File: config.mk
export PLATFORM = sky130hd
export DESIGN_NAME = alu_cmd_issuer_flat
export DESIGN_NICKNAME = d
export VERILOG_FILES = /design/src/rtl/alu_cmd_issuer_if.sv /design/src/rtl/alu_cmd_issuer.sv /design/src/flat_wrapper.sv
export SDC_FILE = /design/constraint.sdc
export NUM_CORES = 1
export LEC_CHECK = 0
export ABC_AREA = 1
export CAP_MARGIN = 25
export CELL_PAD_IN_SITES_DETAIL_PLACEMENT = 1
export CELL_PAD_IN_SITES_GLOBAL_PLACEMENT = 1
export CORE_ASPECT_RATIO = 1.25
export CORE_MARGIN = 1.5
export CORE_UTILIZATION = 30
export CTS_BUF_LIST = sky130_fd_sc_hd__clkbuf_8
export DETAILED_ROUTE_END_ITERATION = 6
export PLACE_DENSITY = 0.87
export SLEW_MARGIN = 15
export SYNTH_ARGS = -nofsm -noshare
export SYNTH_HDL_FRONTEND = slang
export SYNTH_SLANG_ARGS = --single-unit
export TNS_END_PERCENT = 10
File: constraint.sdc
create_clock -name clk -period 1.6 [get_ports clk]
set_clock_uncertainty 0.1 [all_clocks]
set_input_delay 0.32 -clock clk [delete_from_list [all_inputs] [get_ports clk]]
set_output_delay 0.32 -clock clk [all_outputs]
set_load 0.005 [all_outputs]
File: src/rtl/alu_cmd_issuer_if.sv
// Command, ALU-drive and response signals of the ALU command issuer.
// Ports: cmd_* (command in), alu_* (to/from ALU), rsp_* (response out).
// master = issuer side, slave = command source / ALU / response consumer side.
interface alu_cmd_issuer_if #(
    parameter int WIDTH = 4
);
    logic               cmd_valid;
    logic               cmd_ready;
    logic [2:0]         cmd_op;
    logic [WIDTH-1:0]   cmd_a;
    logic [WIDTH-1:0]   cmd_b;

    logic [2:0]         alu_control;
    logic [WIDTH-1:0]   alu_in_data1;
    logic [WIDTH-1:0]   alu_in_data2;
    logic [2*WIDTH-1:0] alu_out_data;

    logic               rsp_valid;
    logic               rsp_ready;
    logic [2*WIDTH-1:0] rsp_data;
    logic               rsp_err;

    modport master (
        input  cmd_valid, cmd_op, cmd_a, cmd_b, alu_out_data, rsp_ready,
        output cmd_ready, alu_control, alu_in_data1, alu_in_data2,
               rsp_valid, rsp_data, rsp_err
    );

    modport slave (
        output cmd_valid, cmd_op, cmd_a, cmd_b, alu_out_data, rsp_ready,
        input  cmd_ready, alu_control, alu_in_data1, alu_in_data2,
               rsp_valid, rsp_data, rsp_err
    );
endinterface

File: src/rtl/alu_cmd_issuer.sv
// Purpose: issues one command at a time to a combinational ALU, waits SETTLE cycles, returns the result.
// Latency: result valid SETTLE+1 edges after command accept; illegal opcodes answered 0 edges after accept.
// Backpressure: one op in flight; cmd_ready low until the response is taken (rsp_valid && rsp_ready).
// Ports: clk, rst (sync active-high), bus (alu_cmd_issuer_if.master), busy, op_count, chk_err.
// Optional macro ALU_CHECK_EN: golden-model comparison at capture drives sticky chk_err (else tied 0).
module alu_cmd_issuer #(
    parameter int WIDTH  = 4,
    parameter int SETTLE = 1,
    parameter int CNT_W  = 8
) (
    input  logic             clk,
    input  logic             rst,
    alu_cmd_issuer_if.master bus,
    output logic             busy,
    output logic [CNT_W-1:0] op_count,
    output logic             chk_err
);
    // Counter must hold SETTLE itself; keep at least one bit for SETTLE=0.
    localparam int SW = (SETTLE > 0) ? $clog2(SETTLE + 1) : 1;

    typedef enum logic [1:0] {S_IDLE, S_SETTLE, S_RESP} state_t;

    state_t             state, state_nxt;
    logic [SW-1:0]      settle_cnt;
    logic               op_legal;
    logic               accept_legal;
    logic               accept_illegal;
    logic               capture;
    logic               rsp_done;
    logic               cmd_ready_c;

    logic [2:0]         ctl_q;
    logic [WIDTH-1:0]   a_q;
    logic [WIDTH-1:0]   b_q;
    logic               rsp_valid_q;
    logic [2*WIDTH-1:0] rsp_data_q;
    logic               rsp_err_q;

    assign op_legal = (bus.cmd_op <= 3'd4);

    always_ff @(posedge clk) begin
        if (rst) state <= S_IDLE;
        else     state <= state_nxt;
    end

    always_comb begin
        state_nxt      = state;
        accept_legal   = 1'b0;
        accept_illegal = 1'b0;
        capture        = 1'b0;
        rsp_done       = 1'b0;
        cmd_ready_c    = 1'b0;
        case (state)
            S_IDLE: begin
                // Ready is withheld during reset so nothing is taken that reset will discard.
                cmd_ready_c = ~rst;
                if (bus.cmd_valid && cmd_ready_c) begin
                    if (op_legal) begin
                        accept_legal = 1'b1;
                        state_nxt    = S_SETTLE;
                    end else begin
                        accept_illegal = 1'b1;
                        state_nxt      = S_RESP;
                    end
                end
            end
            S_SETTLE: begin
                if (settle_cnt == '0) begin
                    capture   = 1'b1;
                    state_nxt = S_RESP;
                end
            end
            S_RESP: begin
                if (rsp_valid_q && bus.rsp_ready) begin
                    rsp_done  = 1'b1;
                    state_nxt = S_IDLE;
                end
            end
            default: state_nxt = S_IDLE;
        endcase
    end

    always_ff @(posedge clk) begin
        if (rst) begin
            ctl_q       <= '0;
            a_q         <= '0;
            b_q         <= '0;
            settle_cnt  <= '0;
            rsp_valid_q <= 1'b0;
            rsp_data_q  <= '0;
            rsp_err_q   <= 1'b0;
            op_count    <= '0;
        end else begin
            // ALU inputs change only on a legal accept and otherwise keep the last issued op.
            if (accept_legal) begin
                ctl_q      <= bus.cmd_op;
                a_q        <= bus.cmd_a;
                b_q        <= bus.cmd_b;
                settle_cnt <= SW'(SETTLE);
            end else if (state == S_SETTLE && settle_cnt != '0) begin
                settle_cnt <= settle_cnt - SW'(1);
            end

            if (accept_illegal) begin
                rsp_valid_q <= 1'b1;
                rsp_data_q  <= '0;
                rsp_err_q   <= 1'b1;
            end else if (capture) begin
                rsp_valid_q <= 1'b1;
                rsp_data_q  <= bus.alu_out_data;
                rsp_err_q   <= 1'b0;
            end else if (rsp_done) begin
                rsp_valid_q <= 1'b0;
                if (!rsp_err_q) op_count <= op_count + CNT_W'(1);
            end
        end
    end

`ifdef ALU_CHECK_EN
    // Expected ALU contract: add/sub/nor/nand in the low WIDTH bits, mult full width.
    function automatic logic [2*WIDTH-1:0] golden(input logic [2:0] op,
                                                  input logic [WIDTH-1:0] a,
                                                  input logic [WIDTH-1:0] b);
        logic [2*WIDTH-1:0] r;
        r = '0;
        case (op)
            3'd0:    r = {{WIDTH{1'b0}}, a + b};
            3'd1:    r = {{WIDTH{1'b0}}, a - b};
            3'd2:    r = {{WIDTH{1'b0}}, a} * {{WIDTH{1'b0}}, b};
            3'd3:    r = {{WIDTH{1'b0}}, ~(a | b)};
            3'd4:    r = {{WIDTH{1'b0}}, ~(a & b)};
            default: r = '0;
        endcase
        return r;
    endfunction

    always_ff @(posedge clk) begin
        if (rst)
            chk_err <= 1'b0;
        else if (capture && (bus.alu_out_data != golden(ctl_q, a_q, b_q)))
            chk_err <= 1'b1;
    end
`else
    assign chk_err = 1'b0;
`endif

    assign busy             = (state != S_IDLE);
    assign bus.cmd_ready    = cmd_ready_c;
    assign bus.alu_control  = ctl_q;
    assign bus.alu_in_data1 = a_q;
    assign bus.alu_in_data2 = b_q;
    assign bus.rsp_valid    = rsp_valid_q;
    assign bus.rsp_data     = rsp_data_q;
    assign bus.rsp_err      = rsp_err_q;
endmodule

File: src/flat_wrapper.sv
// flat-port wrapper written by rule: the top's interface ports become plain ports
module alu_cmd_issuer_flat 
#(
    parameter int WIDTH  = 4,
    parameter int SETTLE = 1,
    parameter int CNT_W  = 8
)
  (clk, rst, busy, op_count, chk_err, bus_cmd_valid, bus_cmd_op, bus_cmd_a, bus_cmd_b, bus_alu_out_data, bus_rsp_ready, bus_cmd_ready, bus_alu_control, bus_alu_in_data1, bus_alu_in_data2, bus_rsp_valid, bus_rsp_data, bus_rsp_err);
  alu_cmd_issuer_if #(.WIDTH(WIDTH)) bus_i ();
  input  logic clk;
  input  logic rst;
  output logic busy;
  output logic [CNT_W-1:0] op_count;
  output logic chk_err;
  input wire logic [$bits(bus_i.cmd_valid)-1:0] bus_cmd_valid;
  input wire logic [$bits(bus_i.cmd_op)-1:0] bus_cmd_op;
  input wire logic [$bits(bus_i.cmd_a)-1:0] bus_cmd_a;
  input wire logic [$bits(bus_i.cmd_b)-1:0] bus_cmd_b;
  input wire logic [$bits(bus_i.alu_out_data)-1:0] bus_alu_out_data;
  input wire logic [$bits(bus_i.rsp_ready)-1:0] bus_rsp_ready;
  output wire logic [$bits(bus_i.cmd_ready)-1:0] bus_cmd_ready;
  output wire logic [$bits(bus_i.alu_control)-1:0] bus_alu_control;
  output wire logic [$bits(bus_i.alu_in_data1)-1:0] bus_alu_in_data1;
  output wire logic [$bits(bus_i.alu_in_data2)-1:0] bus_alu_in_data2;
  output wire logic [$bits(bus_i.rsp_valid)-1:0] bus_rsp_valid;
  output wire logic [$bits(bus_i.rsp_data)-1:0] bus_rsp_data;
  output wire logic [$bits(bus_i.rsp_err)-1:0] bus_rsp_err;
  assign bus_i.cmd_valid = bus_cmd_valid;
  assign bus_i.cmd_op = bus_cmd_op;
  assign bus_i.cmd_a = bus_cmd_a;
  assign bus_i.cmd_b = bus_cmd_b;
  assign bus_i.alu_out_data = bus_alu_out_data;
  assign bus_i.rsp_ready = bus_rsp_ready;
  assign bus_cmd_ready = bus_i.cmd_ready;
  assign bus_alu_control = bus_i.alu_control;
  assign bus_alu_in_data1 = bus_i.alu_in_data1;
  assign bus_alu_in_data2 = bus_i.alu_in_data2;
  assign bus_rsp_valid = bus_i.rsp_valid;
  assign bus_rsp_data = bus_i.rsp_data;
  assign bus_rsp_err = bus_i.rsp_err;
  alu_cmd_issuer #(.WIDTH(WIDTH), .SETTLE(SETTLE), .CNT_W(CNT_W)) u_core (.clk(clk), .rst(rst), .bus(bus_i), .busy(busy), .op_count(op_count), .chk_err(chk_err));
endmodule
* Word level (Yosys, flattened, before mapping) *
Cells that the tools add are included.

word-level totals
  bits of input ports = 23
  logic and storage cells = 55
  output and inout bits = 32
  register bits = 32

cells by class
  reductions and logical operators = 11
  add/subtract/negate cells = 2
  mux-type cells = 23
  bitwise gates (word level) = 4
  equality and inequality tests = 5
  $lt $le $gt $ge = 1

operator list
  kind                                                             count
  1-bit two-way mux                                                18
  8-bit by 1-bit adder with 8-bit output, second input constant    1
  2-bit two-way mux                                                4
  2-bit case mux with 3 select lines                               1
  2-bit nonzero test                                               3
  2-bit by 1-bit != test with 1-bit output, second input constant  2
  1-bit inverter                                                   4
  4-bit AND reduction                                              1
  3-bit less-or-equal comparator, second input constant            1
  1-bit logical AND                                                3
  3-bit AND reduction                                              1
  3-bit nonzero test                                               1
  2-bit by 1-bit == test with 1-bit output, second input constant  1
  2-bit == test, second input constant                             1
  2-bit logical NOT                                                1
  2-bit != test, second input constant                             1
  2-bit OR reduction                                               1
  1-bit subtractor, second input constant                          1

* Longest topological paths before layout *
  depth after elaboration = 6
  gate-level depth with buffers = 10
  mapped depth without buffers = 9

* Worst setup path after synthesis *
OpenSTA, ideal clock, no wires.

  kind = register -> register
  start = register u_core.op_count[0]
  end = register u_core.op_count[6]
  data required time = 1.387 ns
  library setup time = 0.113 ns
  arrival time = 1.070 ns
  cell stages (with the launch flop) = 9
  period minus slack after synthesis = 1.282 ns
  slack = 0.318 ns
  path buffers = 0
  path through = dfxtp_1 ha_1 nand2_1 nor2_1 nand2_1 nor2_1 nand2_1 nand2_1 nor2_1

between the ends
  word-level cells in the longest chain between the ends = 1

ends and longest elaborated chain
  element                                 line                   text
  start, declared                         alu_cmd_issuer.sv:15   output logic [CNT_W-1:0] op_count,
  start signal, assigned                  alu_cmd_issuer.sv:114  if (!rsp_err_q) op_count <= op_count + CNT_W'(1);
  8-bit by 1-bit adder with 8-bit output  alu_cmd_issuer.sv:114

Every way passes these cells.
A chain may end at the register's enable or synchronous reset.

* Worst setup path after layout *
  start = register u_core.op_count[6]
  end = output op_count[6]

RTL lines
  element        line                text
  end, declared  flat_wrapper.sv:13  output logic [CNT_W-1:0] op_count;

No word-level cell between the ends.

==> run metrics <==
status completed; Synth area leader dfxtp_1; minimum clock period 1.56 ns; crit-path leading delay family buffers and inverters; final slew viol count 0; Peak VDD IR 0.468 mV; Pwr Density roughly 800 nW/um^2; cells after synthesis 177; die area 4800 um^2; Synth cell types 23; ant diodes 0; hold path depth 2; critical path's slowest cell clkdlybuf4s50_1; CP Data Required Time 1.18 ns; CP Cell Sequence clkdlybuf4s50_1; Initial DRC Count 25; Clock Tree Buf Depth 2; flop2flop setup slack 0.24 ns; clk sinks 32; Root Buffer clkbuf_8; Clock Latency Late Sink 0.29 ns; FF-to-FF Start u_core.state[0]; area grow syn2layout 57.9%; Die Ht 77.1 um; final total power approximately 1.7 mW; asr flop ratio synth 0%; Yosys top cell area share 48.6%; Clock transition at path regs 0.07 ns; reg2reg end u_core.op_count[4]; unrepaired setup endpoints after global routing false; I/O pin count between 50 and 60; GRT Residual Overflow 0; syn_nets 201; Final ANT Viol Nets 0; leakage power 0.825 nW; dpl cells just under 300; Vias 1371; top cells by area, synth dfxtp_1 (49%), nand2_1 (12%), nor2_1 (11%); Hold Startpoint u_core.bus.rsp_data[7]; Yosys warning count 0; initial antenna violation count 0; Buf/Inv on CP 1; Tcrit/Tclk final between 90% and 100%; global-route wire length before repair 6350 um; count leader, synth nand2_1; Starting Density about a third; CTS buffer count 5; routed length per instance roughly 12 um; Port Buf Inserts 53; Fin. Hold Viols 0; vias per inst roughly 4.5; max-cap check violation count 0; fin nets 272; area of the mapped netlist 1320 um^2; Die Width 62.3 um; Seq/Total Area, Yosys between 40% and 50%; layout cells sized above 1 17.3%; final wirelength 3650 um; RePlAce Congestion approximately 0.78; Crit Path Max Fanout 4; Post-synth EDFFs 0; total track usage approximately 17%; core area 4160 um^2; worst hold path class reg2reg; predominant post-synthesis flop cell dfxtp_1; Critical Path AT 1.14 ns; CP Capture Type output pin; Setup-failing EPs final 0; Residual DRC 0; H-tree depth 2; Max Freq around 640 MHz; WHS Endpoint u_core.bus.rsp_data[7]; WS Path Type reg2out; Final HPWL DP 2760 um; most frequent cells after synthesis nand2_1 (42), nor2_1 (38), dfxtp_1 (32); CP max stage delay 0.50 ns; row cnt 26; CTS tree yes; # hold bufs at CTS 0; register bit total from synthesis 32; largest net degree at the start of global routing 18; Fin Hold WS roughly 0.36 ns; Layout Cells excl Fill 304; reg2reg path depth 7; mean post-synth cell area 7.45 um^2; fin util 50.0%; drt pass-1 iters 3; crit start category register; vias in the first global route 1433
## report_power, final
group          leakage (nW)  switching [mW]  total (mW)  internal (mW)
clock network        0.0452           0.285       0.573          0.289
registers             0.264          0.0190       0.848          0.829
logic                 0.516           0.108       0.254          0.147
## layout make-up
type                       instances  area, um^2
multi-input combinational        127         578
fill                             560        2080
clock inverter                     2        8.76
inverter                          13        55.1
tap                               56        70.1
timing repair buffer              69         649
clock buffer                       5        68.8
sequential                        32         652
## cell families (layout without fill, tap and decap cells)
| logic type | after synthesis | count (layout) | synth area share (%) |
|---|---|---|---|
| simple gates | 89 | 89 | 28.0 |
| compound gates | 35 | 35 | 13.9 |
| flops | 32 | 32 | 48.6 |
| buf+inv | 18 | 89 | 7.59 |
| fa+ha+maj | 1 | 1 | 0.949 |
| other cells | 1 | 1 | 0.284 |
| xor+xnor | 1 | 1 | 0.664 |
## sequential cells by signal (all words and copies together) (netlist names)
register and cells:
u_core.settle_cnt 1, u_core.op_count 8, u_core.bus.alu_control 3, u_core.bus.rsp_err 1, u_core.bus.alu_in_data1 4, u_core.bus.alu_in_data2 4
u_core.state 2, u_core.bus.rsp_valid 1, u_core.bus.rsp_data 8
## metal layers
| metal | wire (um) | GRT usage (%) |
|---|---|---|
| met5 | 0 | 0 |
| met4 | 52 | 6.00 |
| met3 | 209 | 5.43 |
| met2 | 2040 | 32.4 |
| met1 | 1340 | 15.8 |
## worst max-delay path by stage
stage,end,slack (ns),cells past startpoint,start
after CTS,bus_rsp_err,0.006,1,u_core.bus.rsp_err
after global placement,bus_cmd_ready,-0.24,3,rst
after global routing,op_count[1],0.001,1,u_core.op_count[1]
after detailed placement,u_core.bus.rsp_data[5],-0.24,8,rst
after floorplan,u_core.op_count[6],0.32,8,u_core.op_count[0]
final,op_count[6],0.04,1,u_core.op_count[6]
## what timing repair did
item,in CTS,in global routing
setup endpoints to repair,6,11
buffers inserted,0,0
gates resized for setup,6,9
## per-stage QoR
step | setup slack [ns] | cell area (um^2) | setup TNS [ns]
2_1_floorplan | 0.318 | 1320 | 0
3_3_place_gp | -0.240 | 1990 | -5.01
3_5_place_dp | -0.243 | 1990 | -5.65
4_1_cts | 0.00609 | 2070 | 0
5_1_grt | 0.00119 | 2080 | 0
6_report | 0.0405 | 2080 | 0
## layout by cell type, fill, tap and decap left out
| master | synthesis | final |
|---|---|---|
| inv_2 | 2 | 2 |
| o21ai_0 | 5 | 5 |
| dfxtp_1 | 32 | 23 |
| nand2_1 | 42 | 42 |
| a21oi_1 | 18 | 18 |
| o21bai_1 | 1 | 1 |
| nor2_1 | 38 | 38 |
| nand3_1 | 3 | 3 |
| clkinv_4 | 1 | 1 |
| clkdlybuf4s50_1 | 0 | 49 |
| inv_1 | 9 | 10 |
| dlymetal6s2s_1 | 0 | 2 |
| buf_4 | 1 | 16 |
| dlygate4sd2_1 | 0 | 1 |
| o31ai_1 | 1 | 1 |
| o21ai_2 | 1 | 1 |
| ha_1 | 1 | 1 |
| dfxtp_2 | 0 | 9 |
| xor2_1 | 1 | 1 |
| clkinv_2 | 1 | 2 |
| conb_1 | 1 | 1 |
| nor2_4 | 2 | 2 |
| nand4_2 | 1 | 1 |
| nand2_2 | 3 | 3 |
| clkbuf_8 | 0 | 5 |
| o21ai_1 | 9 | 9 |
| clkbuf_2 | 0 | 1 |
## tightest hold or removal path, stage by stage (launching register included)
cell and delay [ns]:
dfxtp_1 0.31, nand2_1 0.06, a21oi_1 0.05
Note: power is estimated with default switching activity, not from simulation.
